==> src/rtl/out_vc_credit_tracker.sv <==
// ============================================================================
// Module  : out_vc_credit_tracker
// Purpose : Per-output-port downstream credit counts and output-VC ownership.
// Rev     : 1.0
// ============================================================================
`default_nettype none

module out_vc_credit_tracker #(
  parameter int NUM_VC = 4,
  parameter int VCW    = 2,
  parameter int DEPTH  = 4
) (
  input  logic              clk,
  input  logic              rst,
  input  logic              alloc_valid,
  input  logic [VCW-1:0]    alloc_vc,
  input  logic              send_valid,
  input  logic [VCW-1:0]    send_vc,
  input  logic              send_tail,
  input  logic              cred_valid,
  input  logic [VCW-1:0]    cred_vc,
  input  logic [VCW-1:0]    query_vc,
  output logic [2:0]        C,
  output logic [NUM_VC-1:0] credit_avail,
  output logic [NUM_VC-1:0] vc_busy,
  output logic [NUM_VC-1:0] vc_idle,
  output logic              err
);

  localparam logic [2:0]   C_DEPTH  = 3'(DEPTH);
  localparam logic [VCW:0] C_NUM_VC = (VCW+1)'(NUM_VC);

  logic [2:0]        r_count [NUM_VC];
  logic [NUM_VC-1:0] r_busy;
  logic              r_err;

  logic [2:0]        w_cnt_nxt [NUM_VC];
  logic [NUM_VC-1:0] w_busy_nxt;
  logic [NUM_VC-1:0] w_alloc_hit;
  logic [NUM_VC-1:0] w_send_hit;
  logic [NUM_VC-1:0] w_cred_hit;
  logic [NUM_VC-1:0] w_uflow;
  logic [NUM_VC-1:0] w_oflow;
  logic              w_oor;
  logic              w_bad_alloc;
  logic              w_bad_send;
  logic              w_err_nxt;

  genvar gi;
  generate
    for (gi = 0; gi < NUM_VC; gi++) begin : g_vc
      assign w_alloc_hit[gi]  = alloc_valid && (alloc_vc == VCW'(gi));
      assign w_send_hit[gi]   = send_valid  && (send_vc  == VCW'(gi));
      assign w_cred_hit[gi]   = cred_valid  && (cred_vc  == VCW'(gi));
      assign credit_avail[gi] = (r_count[gi] != 3'd0);
      assign vc_idle[gi]      = !r_busy[gi] && (r_count[gi] == C_DEPTH);

      // A simultaneous send and credit on one VC cancel, even at 0 or DEPTH.
      always_comb begin
        w_cnt_nxt[gi] = r_count[gi];
        w_uflow[gi]   = 1'b0;
        w_oflow[gi]   = 1'b0;
        case ({w_cred_hit[gi], w_send_hit[gi]})
          2'b10: begin
            if (r_count[gi] == C_DEPTH) w_oflow[gi] = 1'b1;
            else                        w_cnt_nxt[gi] = r_count[gi] + 3'd1;
          end
          2'b01: begin
            if (r_count[gi] == 3'd0) w_uflow[gi] = 1'b1;
            else                     w_cnt_nxt[gi] = r_count[gi] - 3'd1;
          end
          default: w_cnt_nxt[gi] = r_count[gi];
        endcase
      end

      // A new allocation wins over a tail leaving on the same VC.
      assign w_busy_nxt[gi] = w_alloc_hit[gi] ||
                              (r_busy[gi] && !(w_send_hit[gi] && send_tail));
    end
  endgenerate

  assign w_oor = (alloc_valid && ({1'b0, alloc_vc} >= C_NUM_VC)) ||
                 (send_valid  && ({1'b0, send_vc}  >= C_NUM_VC)) ||
                 (cred_valid  && ({1'b0, cred_vc}  >= C_NUM_VC));

  assign w_bad_alloc = |(w_alloc_hit & ~vc_idle);
  assign w_bad_send  = |(w_send_hit & ~r_busy);
  assign w_err_nxt   = r_err | w_oor | w_bad_alloc | w_bad_send |
                       (|w_uflow) | (|w_oflow);

  always_ff @(posedge clk or negedge rst) begin
    if (!rst) begin
      for (int i = 0; i < NUM_VC; i++) r_count[i] <= C_DEPTH;
      r_busy <= '0;
      r_err  <= 1'b0;
    end else begin
      for (int i = 0; i < NUM_VC; i++) r_count[i] <= w_cnt_nxt[i];
      r_busy <= w_busy_nxt;
      r_err  <= w_err_nxt;
    end
  end

  always_comb begin
    C = 3'd0;
    for (int i = 0; i < NUM_VC; i++) begin
      if (query_vc == VCW'(i)) C = r_count[i];
    end
  end

  assign vc_busy = r_busy;
  assign err     = r_err;

endmodule

`default_nettype wire

==> config.mk <==
export PLATFORM = sky130hd
export DESIGN_NAME = out_vc_credit_tracker
export DESIGN_NICKNAME = d
export VERILOG_FILES = /design/src/rtl/out_vc_credit_tracker.sv
export SDC_FILE = /design/constraint.sdc
export NUM_CORES = 1
export LEC_CHECK = 0
export CAP_MARGIN = 20
export CORE_MARGIN = 8
export CORE_UTILIZATION = 50
export DETAILED_ROUTE_END_ITERATION = 12
export HOLD_SLACK_MARGIN = 0.1
export PLACE_DENSITY = 0.79
export SLEW_MARGIN = 20
export SYNTH_ARGS = -nofsm -noshare
export SYNTH_HDL_FRONTEND = slang
export SYNTH_SLANG_ARGS = --single-unit
==> constraint.sdc <==
create_clock -name clk -period 2.1 [get_ports clk]
set_input_delay 0.21 -clock clk [delete_from_list [all_inputs] [get_ports clk]]
set_output_delay 0.21 -clock clk [all_outputs]
set_load 0.01 [all_outputs]
==> results.md, run 1 <==
* Die Ht at 67.6 um
* CTS clk-pin slew, worst paths at 0.10 ns
* Row cnt at 18
* DIE WIDTH at 67.6 um
* Global-route wire length before repair at 5.75 mm
* Num Clock Sinks at 17
* Final worst slack at 0.0849 ns
* Compound-gate portion of the synthesized area at 0.117
* Seq/Total Area, Yosys at 0.323
* Final hold vios at 0
* Max-Cap Viols at 0
* Max clock buf depth at 2
* CTS H-tree lvls at 1
* Hold Crit Class: input pin to async pin
* Non-Filler Instances at 212
* Required @ worst endpoint at 1.89 ns
* Placed cell area at 1780 sq um
* Synth area leaders: dfrtp_1, dfstp_2, fa_1
* Area leader, netlist: dfrtp_1
* Cell Area, Synth at 1330 sq um
* Core ar. at around 2500 sq um
* Placement Setup Slack at -0.185 ns
* Final WL at 3.55 mm
* Syn Nets at 154
* Register-to-register setup slack at 0.40 ns
* Max_slew headroom at 0.730
* Area growth syn-to-layout at 36.8%
* Antenna violations before repair at 0
* Clock skew at between 0.007 and 0.008 ns
* RD Place Congestion at 0.883
* Hpwl dp at 2.84 mm
* Largest net degree at the start of global routing at 18
* Worst Setup Start Kind: flop
* Slew @ Worst Pin at 0.400 ns
* Placed Instances at 208
* Cell area after layout at 1820 sq um
* CP Max Fanout at 7
* Max Freq at 496 MHz
* PortBufs at 29
* Synthesis warning total at 0
* Fin util at 0.729
* Synth Register Bits at 17
* Xor/xnor share of the synthesized area at 0.0592
* GRT Total Usage at 0.163
* IO Pins at 30
* CTS tree: built
* Status: finished clean
* Routed vias/inst at approximately 5.7
* Syn Area/Cell at 10.1 sq um
* Period Utilization, post-route at 0.960
* Final nets at 205
* Synth Instances at 132
* CP Capture Type: output pin
* Post-CTS Setup Inserts at 0
* DRC Markers at 0
* Vias in the first global route at 1,226
* Fraction of the mapped netlist area in simple logic gates at 0.236
* Clk_lat worst skew at 0.30 ns
* Die area at 4570 sq um
* Crit Path Category: flop to output pin
* Leakage at about 0.79 nW
* Synth top area share at 0.244
* Largest family of logic cells by synthesized area: simple AND/OR/NAND/NOR gates
* Initial Util at 0.533
* Final setup viols at 0
* Share of layout cells above drive strength 1 at 0.242
* Post-synthesis adder-cell area fraction at 0.0977
* Detailed Routing Iterations Pass 1 at 4
* Tmin final at just over 2 ns
* Via count at 1,217
* Setup TNS at 0 ns
* ANT cells at 0
* Library cells used by synthesis at 41
* Slew Limit Fails at 0
* Critical path arrival at between 1.5 and 2 ns
* Max rail drop VDD at 0.764 mV
* Power Density at 971 nW/um^2
* DR WL/cell at 16.8 um
* CTS root buf: clkbuf_4
* Mux contribution to synthesized area at 0.111
* Num CTS Buffers at 3
* DRT antenna net count at 0
* Total gr overflow at 0
* DRT iter0 DRCs at slightly below 70
==> report_power, final <==
| group | internal (mW) | switching [mW] | total (mW) |
|---|---|---|---|
| logic | 0.490 | 0.384 | 0.874 |
| clock network | 0.0741 | 0.107 | 0.181 |
| registers | 0.490 | 0.225 | 0.715 |
| total | 1.05 | 0.715 | 1.77 |
==> final timing paths <==
path | startpoint | to | cells after the start
setup / recovery | r_count[8] | vc_idle[1] | 2
hold / removal | rst | r_count[6] | 2
setup reg to reg | r_count[11] | err | 3
hold reg to reg | r_count[11] | r_count[11] | 1
max in group asynchronous | rst | r_count[2] | 2
min in group clk | send_valid | err | 3
==> worst max-delay path: stages, from the launching register on <==
cell,delay [ns]
dfstp_2,0.60
nor4b_2,0.30
clkdlybuf4s50_1,0.60
==> cell families after synthesis <==
logic type,count (synthesis)
flip-flops,17
AO/OA/AOI/OAI,20
AND/OR/NAND/NOR,49
adder cells (fa/ha/maj),8
XOR/XNOR,9
buffers and inverters,18
multiplexers,11
==> per-layer routing <==
layer  vias up  track usage  share of wire
met4         0       0.0366          0.011
met5         -            0              0
met1       592        0.201           0.42
met2        51        0.275           0.48
li1        567            -              -
met3         7       0.0447          0.087
==> state kept, by name (all words and copies together) (netlist names) <==
register / flops
vc_busy: 4
err: 1
r_count: 12
==> synthesized netlist by cell type <==
| cell type | instances |
|---|---|
| nor2_1 | 7 |
| nand3b_1 | 2 |
| xnor2_1 | 4 |
| nor4_1 | 1 |
| dfstp_2 | 4 |
| mux2i_1 | 8 |
| or2_2 | 2 |
| nor4b_1 | 1 |
| a21o_2 | 1 |
| o21ai_0 | 5 |
| nor3_1 | 6 |
| o32ai_1 | 1 |
| nand2_1 | 10 |
| a21boi_0 | 1 |
| mux4_2 | 3 |
| nor3b_2 | 1 |
| a32oi_1 | 1 |
| nor2b_1 | 1 |
| a22o_1 | 3 |
| nor4b_2 | 2 |
| a311oi_1 | 1 |
| and3b_1 | 1 |
| and2_4 | 2 |
| o311ai_0 | 1 |
| a21oi_1 | 1 |
| nor3_2 | 1 |
| o21bai_1 | 2 |
| inv_1 | 17 |
| and3_2 | 1 |
| nand3_1 | 3 |
| dfrtp_1 | 13 |
| ha_1 | 4 |
| xor2_1 | 5 |
| o2111ai_1 | 1 |
| or3b_1 | 3 |
| fa_1 | 4 |
| nor3b_4 | 1 |
| or3_1 | 4 |
| a211oi_2 | 1 |
| buf_6 | 1 |
| a22oi_2 | 1 |
==> final cells by class <==
type | count | area (sq um)
clock buffers | 4 | 26.3
multi-input cells | 97 | 838
inverters | 17 | 63.8
repair buffers | 47 | 427
fillers | 170 | 677
well taps | 30 | 37.5
flip-flops and latches | 17 | 430
==> placed cells by master, fill, tap and decap left out, drive strengths merged, types with 2 or more instances in the layout <==
cell and n:
nor2 7, mux4 3, clkbuf 4, xnor2 4, and2 2, o21ai 5
or3b 3, o21bai 2, clkdlybuf4s50 27, nor3b 2, mux2i 8, nand2 10
fa 4, nor3 7, nand3b 2, a22o 3, dfstp 4, or2 2
dfrtp 13, xor2 5, buf 18, ha 4, nor4b 3, or3 4
nand3 3, inv 17
==> per-stage QoR <==
stage / total power [mW] / hold WS (ns)
2_1_floorplan: 1.18 / -0.0856
3_3_place_gp: 1.54 / 0.524
3_5_place_dp: 1.58 / 0.534
4_1_cts: 1.77 / 0.243
5_1_grt: 1.90 / 0.256
6_report: 1.77 / 0.223
==> what timing repair did <==
action                     CTS  global route
cloned                       0             0
setup endpoints to repair    2             1
hold buffers                 0             0
gates resized for setup      3             2
Power figures use the tool's default switching activity.
==> inputs of run 2 (changes only) <==
Settings changed: TNS_END_PERCENT from default to 1.
==> results of run 2 <==
The final DEF is identical to that of run 1; final timing and power are the same.
